<file path="config.mk">
export PLATFORM = sky130hd
export DESIGN_NAME = load_store_unit
export DESIGN_NICKNAME = d
export VERILOG_FILES = /design/src/rtl/lsu_pkg.sv /design/src/rtl/lsu_byte_merge.sv /design/src/rtl/load_store_unit.sv
export SDC_FILE = /design/constraint.sdc
export NUM_CORES = 1
export LEC_CHECK = 0
export BUFFER_PORTS_ARGS = -buffer_cell sky130_fd_sc_hd__buf_4
export CAP_MARGIN = 40
export CORE_MARGIN = 5
export CORE_UTILIZATION = 50
export CTS_CLUSTER_SIZE = 20
export DETAILED_ROUTE_END_ITERATION = 6
export HOLD_SLACK_MARGIN = 0.08
export PLACE_DENSITY = 0.81
export SYNTH_ARGS = -nofsm -noshare
export SYNTH_HDL_FRONTEND = slang
export SYNTH_SLANG_ARGS = --single-unit
</file>
<file path="constraint.sdc">
create_clock -name clk -period 2.4 [get_ports clk]
set_input_delay 0.36 -clock clk [delete_from_list [all_inputs] [get_ports clk]]
set_output_delay 0.36 -clock clk [all_outputs]
set_load 0.01 [all_outputs]
</file>
<file path="src/rtl/lsu_pkg.sv">
// Shared types and constants for the load/store unit: FSM states, default geometry, byte lanes.
package lsu_pkg;

    localparam int unsigned ADDR_W_DEF    = 16;
    localparam int unsigned DATA_W_DEF    = 16;
    localparam int unsigned MEM_DEPTH_DEF = 1024;

    localparam int unsigned LANE_W    = 8;
    localparam int unsigned LANE0_LSB = 0;
    localparam int unsigned LANE1_LSB = 8;

    typedef enum logic [2:0] {
        IDLE,
        LOAD,
        STORE,
        RMW_RD,
        RMW_WR,
        RESP
    } lsu_state_e;

endpackage

</file>
<file path="src/rtl/lsu_byte_merge.sv">
// Byte-lane extraction with zero/sign extension for loads, and lane replacement for byte stores.
module lsu_byte_merge
    import lsu_pkg::*;
#(
    parameter int unsigned DATA_W = DATA_W_DEF
) (
    input  logic [DATA_W-1:0] i_word,
    input  logic              i_lane,
    input  logic              i_is_byte,
    input  logic              i_signed,
    input  logic [LANE_W-1:0] i_byte,
    output logic [DATA_W-1:0] o_load_data,
    output logic [DATA_W-1:0] o_merged
);

    logic [LANE_W-1:0] w_lane_byte;

    assign w_lane_byte = i_lane ? i_word[LANE1_LSB +: LANE_W] : i_word[LANE0_LSB +: LANE_W];

    always_comb begin
        o_load_data = i_word;
        if (i_is_byte) begin
            o_load_data = {{(DATA_W-LANE_W){i_signed & w_lane_byte[LANE_W-1]}}, w_lane_byte};
        end
        o_merged = i_word;
        if (i_lane) begin
            o_merged[LANE1_LSB +: LANE_W] = i_byte;
        end else begin
            o_merged[LANE0_LSB +: LANE_W] = i_byte;
        end
    end

endmodule

</file>
<file path="src/rtl/load_store_unit.sv">
// Single-outstanding load/store unit: word/byte access to a word-addressed data memory.
// Define LSU_ALIGN_CHECK_EN to reject word accesses with an odd byte address.
module load_store_unit
    import lsu_pkg::*;
#(
    parameter int unsigned ADDR_W    = ADDR_W_DEF,
    parameter int unsigned DATA_W    = DATA_W_DEF,
    parameter int unsigned MEM_DEPTH = MEM_DEPTH_DEF
) (
    input  logic              clk,
    input  logic              reset,
    input  logic              req_valid,
    output logic              req_ready,
    input  logic              req_write,
    input  logic              req_byte,
    input  logic              req_signed,
    input  logic [ADDR_W-1:0] req_addr,
    input  logic [DATA_W-1:0] req_wdata,
    input  logic [2:0]        req_rd,
    output logic [ADDR_W-1:0] mem_address,
    output logic [DATA_W-1:0] mem_write_data,
    output logic              mem_write,
    output logic              mem_read,
    input  logic [DATA_W-1:0] mem_read_data,
    output logic              rsp_valid,
    input  logic              rsp_ready,
    output logic [DATA_W-1:0] rsp_rdata,
    output logic [2:0]        rsp_rd,
    output logic              rsp_is_load,
    output logic              rsp_err
);

    lsu_state_e        r_state;
    lsu_state_e        w_state_next;
    logic              r_is_load;
    logic              r_byte;
    logic              r_signed;
    logic              r_err;
    logic [ADDR_W-1:0] r_addr;
    logic [DATA_W-1:0] r_wdata;
    logic [DATA_W-1:0] r_word;
    logic [2:0]        r_rd;

    logic              w_accept;
    logic [31:0]       w_idx_ext;
    logic              w_oob;
    logic              w_misalign;
    logic              w_req_err;
    logic [ADDR_W-1:0] w_mem_idx;
    logic [DATA_W-1:0] w_load_data;
    logic [DATA_W-1:0] w_merged;

    assign w_accept  = req_valid & req_ready;
    assign w_idx_ext = 32'(req_addr[ADDR_W-1:1]);
    assign w_oob     = w_idx_ext >= MEM_DEPTH;
`ifdef LSU_ALIGN_CHECK_EN
    assign w_misalign = ~req_byte & req_addr[0];
`else
    assign w_misalign = 1'b0;
`endif
    assign w_req_err = w_oob | w_misalign;
    assign w_mem_idx = {1'b0, r_addr[ADDR_W-1:1]};

    lsu_byte_merge #(
        .DATA_W (DATA_W)
    ) u_byte_merge (
        .i_word      (r_word),
        .i_lane      (r_addr[0]),
        .i_is_byte   (r_byte),
        .i_signed    (r_signed),
        .i_byte      (r_wdata[LANE_W-1:0]),
        .o_load_data (w_load_data),
        .o_merged    (w_merged)
    );

    always_ff @(posedge clk or posedge reset) begin
        if (reset) begin
            r_state   <= IDLE;
            r_is_load <= 1'b0;
            r_byte    <= 1'b0;
            r_signed  <= 1'b0;
            r_err     <= 1'b0;
            r_addr    <= '0;
            r_wdata   <= '0;
            r_word    <= '0;
            r_rd      <= '0;
        end else begin
            r_state <= w_state_next;
            if (w_accept) begin
                r_is_load <= ~req_write;
                r_byte    <= req_byte;
                r_signed  <= req_signed;
                r_err     <= w_req_err;
                r_addr    <= req_addr;
                r_wdata   <= req_wdata;
                r_rd      <= req_rd;
            end
            if (r_state == LOAD || r_state == RMW_RD) begin
                r_word <= mem_read_data;
            end
        end
    end

    // Outputs decode from state only, so every strobe is zero in IDLE and RESP.
    always_comb begin
        w_state_next   = r_state;
        req_ready      = (r_state == IDLE) && !reset;
        mem_read       = 1'b0;
        mem_write      = 1'b0;
        mem_address    = '0;
        mem_write_data = '0;
        rsp_valid      = 1'b0;
        rsp_rdata      = '0;
        rsp_rd         = '0;
        rsp_is_load    = 1'b0;
        rsp_err        = 1'b0;
        unique case (r_state)
            IDLE: begin
                if (req_valid) begin
                    if (w_req_err) begin
                        w_state_next = RESP;
                    end else if (!req_write) begin
                        w_state_next = LOAD;
                    end else if (req_byte) begin
                        w_state_next = RMW_RD;
                    end else begin
                        w_state_next = STORE;
                    end
                end
            end
            LOAD: begin
                mem_read     = 1'b1;
                mem_address  = w_mem_idx;
                w_state_next = RESP;
            end
            STORE: begin
                mem_write      = 1'b1;
                mem_address    = w_mem_idx;
                mem_write_data = r_wdata;
                w_state_next   = RESP;
            end
            RMW_RD: begin
                mem_read     = 1'b1;
                mem_address  = w_mem_idx;
                w_state_next = RMW_WR;
            end
            RMW_WR: begin
                mem_write      = 1'b1;
                mem_address    = w_mem_idx;
                mem_write_data = w_merged;
                w_state_next   = RESP;
            end
            RESP: begin
                rsp_valid   = 1'b1;
                rsp_rdata   = (r_is_load && !r_err) ? w_load_data : '0;
                rsp_rd      = r_rd;
                rsp_is_load = r_is_load;
                rsp_err     = r_err;
                if (rsp_ready) begin
                    w_state_next = IDLE;
                end
            end
            default: w_state_next = IDLE;
        endcase
    end

endmodule

</file>
======== After elaboration in Yosys (flattened, before gate mapping) ========
Cells that the tools add are included.
storage, ports and cells
  word-level logic and storage cells ...... 51
  input bits .............................. 58
  output and inout bits ................... 57
  register bits after elaboration ......... 58
operators by class
  order comparisons ....................... 1
  reduce and logical (&&, ||, !) cells .... 11
  bitwise operators ....................... 3
  mux-type cells .......................... 20
  equality and inequality tests ........... 7
operators with widths
  kind                    count
  $mux W16                3
  $pmux W16 S2            1
  $mux W8                 3
  $ge A15 B11 Y1 const B  1
  $mux W15                1
  $mux W3                 4
  $pmux W3 S4             1
  $eq A3 B2 Y1 const B    2
  $eq A3 B3 Y1 const B    2
  $mux W1                 6
  $ne A2 B2 Y1 const B    2
  $reduce_or A2 Y1        2
  $reduce_or A4 Y1        1
  $eq A3 B1 Y1 const B    1
  $logic_not A3 Y1        1
  $reduce_or A3 Y1        1
  $and A1 B1 Y1           2
  $logic_and A1 B1 Y1     2
  $logic_not A1 Y1        2
  $mux W2                 1
  $reduce_and A2 Y1       1
  $logic_or A1 B1 Y1      1
  $not A1 Y1              1

======== Logic depth before layout (Yosys ltp) ========
Gate-level depths: netlist of run 1.
  word-level depth ........................ 5
  mapped depth ............................ 6
  mapped depth without buffers ............ 3

======== Hierarchy ========
A second synthesis of run 1 with hierarchy kept.
second synthesis, totals
  cells, all modules ...................... 264
  area total of the unflattened synthesis .. 3225.6 µm²
by module, submodules not included
  module           area each (µm²)  cells each  instances  sequential area each (µm²)
  load_store_unit  2765.2           207         1          1451.4
  lsu_byte_merge   460.4            57          1          0.0

======== Worst setup path after synthesis of run 1 ========
OpenSTA, ideal clock, no wires.
  path type ............................... input-to-reg
  from .................................... input reset
  to ...................................... register r_wdata[10]
  required time ........................... 2275 ps
  slack ................................... -324 ps
  buffers on the path ..................... 2
  cell stages on the path ................. 5
  arrival time ............................ 2598 ps
  setup time .............................. 125 ps
  cell sequence ........................... inv_1 > and3_4 > buf_12 > buf_12 > mux2_4
between the ends
  word-level cells in the longest chain between the ends .. 3
ends and longest elaborated chain
  item                    RTL line                source
  start: declaration      load_store_unit.sv:11   input logic reset,
  $logic_not A1 Y1        load_store_unit.sv:107  req_ready = (r_state == IDLE) && !reset;
  $logic_and A1 B1 Y1     load_store_unit.sv:107
  $and A1 B1 Y1           load_store_unit.sv:53   assign w_accept = req_valid & req_ready;
  end signal: assignment  load_store_unit.sv:95   r_wdata <= req_wdata;
  end: declaration        load_store_unit.sv:40   logic [DATA_W-1:0] r_wdata;
Every way passes these cells.
A chain may end at the register's enable or synchronous reset.

======== Worst setup path in the final report of run 1 ========
  from .................................... register r_state[0]
  to ...................................... output rsp_rdata[15]
between the ends
  word-level cells in the longest chain between the ends .. 2
ends and longest elaborated chain
  item                      RTL line                source
  start: declaration        load_store_unit.sv:33   lsu_state_e r_state;
  start signal: assignment  load_store_unit.sv:88   r_state <= w_state_next;
  $eq A3 B3 Y1              load_store_unit.sv:117  unique case (r_state)
  $mux W16                  load_store_unit.sv:117
  end: declaration          load_store_unit.sv:27   output logic [DATA_W-1:0] rsp_rdata,
Every way passes these cells.

==> flow_summary.yaml, run 1 <==
outcome:
  status: "finished, final reports clean"
timing:
  fmax_mhz: 439.0
  fin_setup_tns_ns: 0
  rsz0062_at_grt: "no"
  relSlewSlack_pct: 50.30
  setup_viol: 0
  hold_violations: 0
  fin_ws_ns: 0.1222
  tightest_slew_ns: 0.7456
  finalCritPeriodShare_pct: 94.91
  period_minus_slack_ns: 2.278
  fin_skew_ns: 0.008295
  slew_viol_final: 0
clocking:
  cts_root_buffer: "clkbuf_8"
  clock_latency_ns: 0.33
  cts_tree: "done"
  cts.sinks: 58
  cts_hold_buf: 0
  cts_made_buffers: 9
  clk_transition_reported_paths_ns: 0.07
  htree_num_levels: 3
  clk_path_buf_depth: 2
  cts_setup_buffers: 0
setup_path:
  r2r-end: "r_wdata[2]"
  endpoint_kind: "primary output"
  r2r_start: "r_state[0]"
  worst_setup_path_start_kind: "flop"
  critPathArrivalTime_ns: 1.92
  rr_worst_depth: 4
  r2r_slack_ns: 0.45
  crit_fanout: 20
  required_ns: 2.04
  crit_chain: "buf_4 -> and4b_1 -> nand2_1 -> nor3_1 -> buf_4"
  critical-path-max-stage-delay_ns: 0.36
  cpMostUsedCell: "buf_4"
  critPathSlowestCell: "dfrtp_1"
  path_class: "flop to primary output"
power_and_ir_drop:
  power_frac_seq_pct: 37.9
  power.internal_w: 0.003005
  p_switching_w: 0.001727
  clkPwrFrac_pct: 15.4
  p_sw_share_pct: 36.50
  ir_worst_vdd_v: 0.0006427
  p_comb_share_pct: 46.6
  power_density_mw_per_mm2: 1144
  power.leakage_nw: 2.000
place:
  io_buffers: 113
  place_area_mm2: 0.003970
  dp_hpwl_um: 5992
  pre_cts_slack_ns: 0.2442
  gp_congestion: 0.7895
  placedCellCount: 448
route:
  maxUsedRoutingLayer: "met4"
  vias: 2502
  route.detailed.drc: 0
  wl_um: 8080
  wl_met1_um: 3341
  first_pass_iters: 4
  wire_per_inst_um: 17.45
  met3_length_um: 789
  drt-initial-drc-count: 142
  route.met2.wl_um: 3777
  ant_nets: 0
  viasPerCell: 5.404
floorplanning:
  die_area_mm2: 0.007876
  die_h_um: 88.75
  start_util_pct: 51.75
  rows: 28
  fp.dieW_um: 88.75
  ios: 115
  core_mm2: 0.005991
synth:
  synth-xor-area-share_pct: 0.2825
  synthSimpleGateAreaFrac_pct: 14.16
  syn_area_per_cell_um2: 11.40
  synth_compound_area_share_pct: 7.345
  syn_inst: 272
  synth_adder_area_share_pct: 0
  synth_top_family_by_area: "multiplexers"
  yosys-mux-area-fraction_pct: 26.27
  ys_types: 35
  ys_seq_elements: 58
  syn_area_mm2: 0.003100
  ys_warn_count: 0
  syn_nets: 330
  ys_seq_area_share_pct: 46.81
cells_and_area:
  num_antenna_cells: 0
  final_common_cell: "buf_4"
  finalInstanceArea_mm2: 0.004136
  syn2layout_area_growth_pct: 33.41
  seq_area_mm2: 0.001453
  layout_common_cells: "buf_4, dfrtp_1, mux2_2"
  layout-drive-gt1-share_pct: 51.80
  fin_cells: 463
  multiInputGateArea_mm2: 0.001508
  final_nets: 442
  nFillCells: 476
worst_hold_path:
  hold_end: "r_is_load"
  hold-path-cell-count: 2
  hold_start: "req_write"
  hp-class: "input port to flop"
grt:
  grt_pass1_vias: 2663
  grt_use_total_pct: 21.91
  grt_pass1_wl_um: 13100
  antenna_found_initial: 0
  grt_max_degree: 60
  globalRouteOverflowTotal: 0
flow_run:
  drv_cap: 0
[critical path: cells and delay by family, from the launching register on]
family	cells	cell delay [ns]
simple gates	3	0.81
buf+inv	2	0.40
flops	1	0.36
[through the flow]
| step | power (W) | util (%) | hold slack, ns |
|---|---|---|---|
| floorplan | 0.003172 | - | 0.4467 |
| global placement | 0.003906 | 66.27 | 0.4829 |
| detailed placement | 0.004003 | 66.27 | 0.4878 |
| CTS | 0.004757 | 68.92 | 0.1939 |
| global route | 0.005085 | 69.05 | 0.1958 |
| finish | 0.004732 | 69.05 | 0.2064 |
[layer usage]
metal / global-route usage (%) / up-vias
met2: 34.08 / 99
met1: 27.61 / 1211
met3: 7.542 / 17
li1: - / 1175
met4: 9.753 / 0
met5: 0 / -
[Yosys cell counts (all sizes together)]
| master | n | area share, % |
|---|---|---|
| a21oi | 12 | 1.9 |
| nand2b | 1 | 0.20 |
| o2bb2ai | 9 | 2.5 |
| nand4b | 1 | 0.28 |
| and4 | 1 | 0.28 |
| and2 | 17 | 3.4 |
| nand3 | 8 | 1.3 |
| nand3b | 1 | 0.24 |
| o21a | 1 | 0.24 |
| mux2i | 9 | 2.9 |
| xnor2 | 1 | 0.28 |
| nor2 | 27 | 3.3 |
| clkbuf | 6 | 0.73 |
| and4b | 1 | 0.32 |
| o22ai | 1 | 0.20 |
| a22oi | 8 | 1.9 |
| nand2 | 13 | 1.6 |
| nor3b | 1 | 0.24 |
| conb | 1 | 0.12 |
| buf | 14 | 3.7 |
| a31oi | 1 | 0.20 |
| inv | 5 | 0.61 |
| nor2b | 4 | 0.81 |
| and3 | 5 | 1.2 |
| mux2 | 61 | 23 |
| dfrtp | 58 | 47 |
| nor3 | 3 | 0.85 |
| o2111ai | 1 | 0.28 |
| or3 | 1 | 0.20 |
[cells by family (layout without fill, tap and decap cells)]
group | after synthesis | in the layout
and+or+nand+nor | 84 | 84
other | 1 | 1
muxes | 70 | 70
buffers and inverters | 25 | 141
xor gates and xnor gates | 1 | 1
DFF | 58 | 58
AOI/OAI and AO/OA | 33 | 33
[power by group through the flow]
| stage | Sequential, W | Clock (W) | Combinational [W] |
|---|---|---|---|
| finish | 0.00180 | 0.000729 | 0.00221 |
| global route | 0.00186 | 0.000792 | 0.00243 |
| CTS | 0.00179 | 0.000743 | 0.00223 |
| detailed placement | 0.00179 | 0 | 0.00221 |
| global placement | 0.00177 | 0 | 0.00213 |
| floorplan | 0.00164 | 0 | 0.00153 |
[how the worst max path moves through the flow]
stage	to	depth (start not counted)	start	slack, ns
2_1_floorplan	r_wdata[10]	5	reset	0.11
6_report	rsp_rdata[15]	5	r_state[0]	0.12
3_5_place_dp	mem_address[13]	4	r_state[1]	0.24
3_3_place_gp	mem_address[6]	4	r_state[1]	0.43
5_1_grt	rsp_rdata[15]	5	r_state[0]	0.007
4_1_cts	rsp_rdata[11]	5	r_state[0]	0.10
[cell type report]
cell class / count / share of cell area (%)
tap: 75 / 2.269
multi-input combinational: 189 / 36.45
timing repair buffer: 121 / 21.96
clock buffer: 11 / 3.176
clock inverter: 4 / 0.4840
inverter: 5 / 0.5445
sequential: 58 / 35.12
[flip-flops by register name, indices dropped and copies added, names as in the netlist]
| name | flops |
|---|---|
| r_addr | 16 |
| r_byte | 1 |
| r_err | 1 |
| r_is_load | 1 |
| r_rd | 3 |
| r_signed | 1 |
| r_state | 3 |
| r_wdata | 16 |
| r_word | 16 |
[what timing repair did]
action	CTS	global route
gates cloned	0	0
setup endpoints to repair	15	3
endpoints found under the hold margin	0	0
gates resized for setup	1	2
Note: power is estimated with default switching activity, not from simulation.
==> run 2: changes to the inputs <==
- HOLD_SLACK_MARGIN: 0.08 -> unset
- SETUP_SLACK_MARGIN: unset -> 0.3
==> flow_summary.yaml, run 2 (synthesis gave the netlist of run 1 again) <==
route:
  ant_nets: 0
  route.detailed.drc: 0
  drt-initial-drc-count: 153
  wire_per_inst_um: 17.91
  wl_um: 8545
  vias: 2610
  first_pass_iters: 4
  viasPerCell: 5.472
grt:
  antenna_found_initial: 0
  globalRouteOverflowTotal: 0
  grt_use_total_pct: 21.66
  grt_pass1_vias: 2543
  grt_max_degree: 60
  grt_pass1_wl_um: 12980
place:
  io_buffers: 113
  dp_hpwl_um: 5830
  pre_cts_slack_ns: 0.3194
  gp_congestion: 0.8498
setup_path:
  critPathArrivalTime_ns: 1.69
  endpoint_kind: "primary output"
  path_class: "flop to primary output"
  r2r-end: "r_addr[0]"
  crit_fanout: 19
  critical-path-max-stage-delay_ns: 0.43
  worst_setup_path_start_kind: "flop"
  crit_chain: "buf_12 -> mux2_2 -> a22oi_1 -> nor2_1 -> buf_4"
  rr_worst_depth: 4
  crit_start: "r_addr[0]"
  critPathSlowestCell: "dfrtp_2"
  r2r_start: "r_state[1]"
  r2r_slack_ns: 0.38
  endpoint: "mem_write_data[0]"
  required_ns: 2.04
floorplanning:
  ios: 115
  core_mm2: 0.005991
  die_h_um: 88.75
  rows: 28
  fp.dieW_um: 88.75
  die_area_mm2: 0.007876
  start_util_pct: 51.75
power_and_ir_drop:
  ir_worst_vdd_v: 0.0006201
  power.leakage_nw: 2.099
  power_density_mw_per_mm2: 1190
timing:
  setup_viol: 0
  hold_violations: 0
  fin_skew_ns: 0.005230
  relSlewSlack_pct: 50.03
  tightest_slew_ns: 0.7495
  rsz0062_at_grt: "yes"
  fmax_mhz: 488.4
  period_minus_slack_ns: 2.047
  fin_ws_ns: 0.3527
  whs_ns: 0.2153
  slew_viol_final: 0
  fin_setup_tns_ns: 0
  finalCritPeriodShare_pct: 85.31
cells_and_area:
  largestRegisters: "r_addr: 16 flops, r_wdata: 16 flops, r_word: 16 flops"
  layout-drive-gt1-share_pct: 56.97
  final_common_cell: "buf_4"
  final_nets: 456
  syn2layout_area_growth_pct: 41.16
  layout_common_cells: "buf_4, dfrtp_1, mux2_2"
  num_antenna_cells: 0
clocking:
  cts_root_buffer: "clkbuf_8"
  clock_latency_ns: 0.33
  cts_made_buffers: 9
  htree_num_levels: 3
  cts.sinks: 58
  clk_path_buf_depth: 2
  cts_tree: "done"
  clk_transition_reported_paths_ns: 0.06
flow_run:
  drv_cap: 0
worst_hold_path:
  hold-path-cell-count: 2
  hp-class: "input port to flop"
outcome:
  status: "finished, final reports clean"
## run 2: worst min-delay path by stage
stage / from / to / slack (ns)
after floorplan: req_write / r_is_load / 0.45
after global placement: r_addr[11] / r_addr[11] / 0.48
after detailed placement: r_addr[8] / r_addr[8] / 0.49
after CTS: req_write / r_is_load / 0.19
after global routing: req_write / r_is_load / 0.21
final: req_write / r_is_load / 0.22
## run 2: layout make-up
type                    instances  area [um^2]
fillers                       418         1614
multi-input cells             189         1563
flip-flops and latches         58         1456
repair buffers                135         1037
clock buffers                  13        168.9
well taps                      75        93.84
clock inverters                 2        35.03
inverters                       5        22.52
## run 2: metrics by stage
step	instances	total power [W]	cell area, um^2	utilization [%]
after global routing	477	0.005543	4377	73.06
after CTS	465	0.005025	4238	70.74
after global placement	449	0.003921	3978	66.40
after detailed placement	449	0.003991	3978	66.40
final	477	0.005210	4377	73.06
after floorplan	272	0.003172	3104	-
## run 2: report_power, final
group | internal (W) | switching (W) | total [W]
Sequential | 0.00142 | 0.000384 | 0.00181
Clock | 0.000558 | 0.000374 | 0.000932
Combinational | 0.00139 | 0.00109 | 0.00247
Total | 0.00337 | 0.00184 | 0.00521
## run 2: per-layer routing
layer / global-route usage [%] / part of all wire, %
met1: 28.16 / 41
met2: 33.60 / 49
met3: 7.542 / 8.8
met4: 7.692 / 1.2
met5: 0 / 0
## run 2: repair_timing
action / CTS / global route
gates resized for setup: 12 / 13
pin swaps: 0 / 5
setup buffers: 1 / 12
endpoints found under the setup margin: 40 / 47
hold buffers: 0 / 0
endpoints found under the hold margin: 0 / 0
## run 2: critical path, delay by kind of cell, from the launching register on
kind / cells / cell delay [ns]
buffers and inverters: 2 / 0.32
AOI/OAI and AO/OA: 1 / 0.18
and+or+nand+nor: 1 / 0.09
muxes: 1 / 0.34
DFF: 1 / 0.43
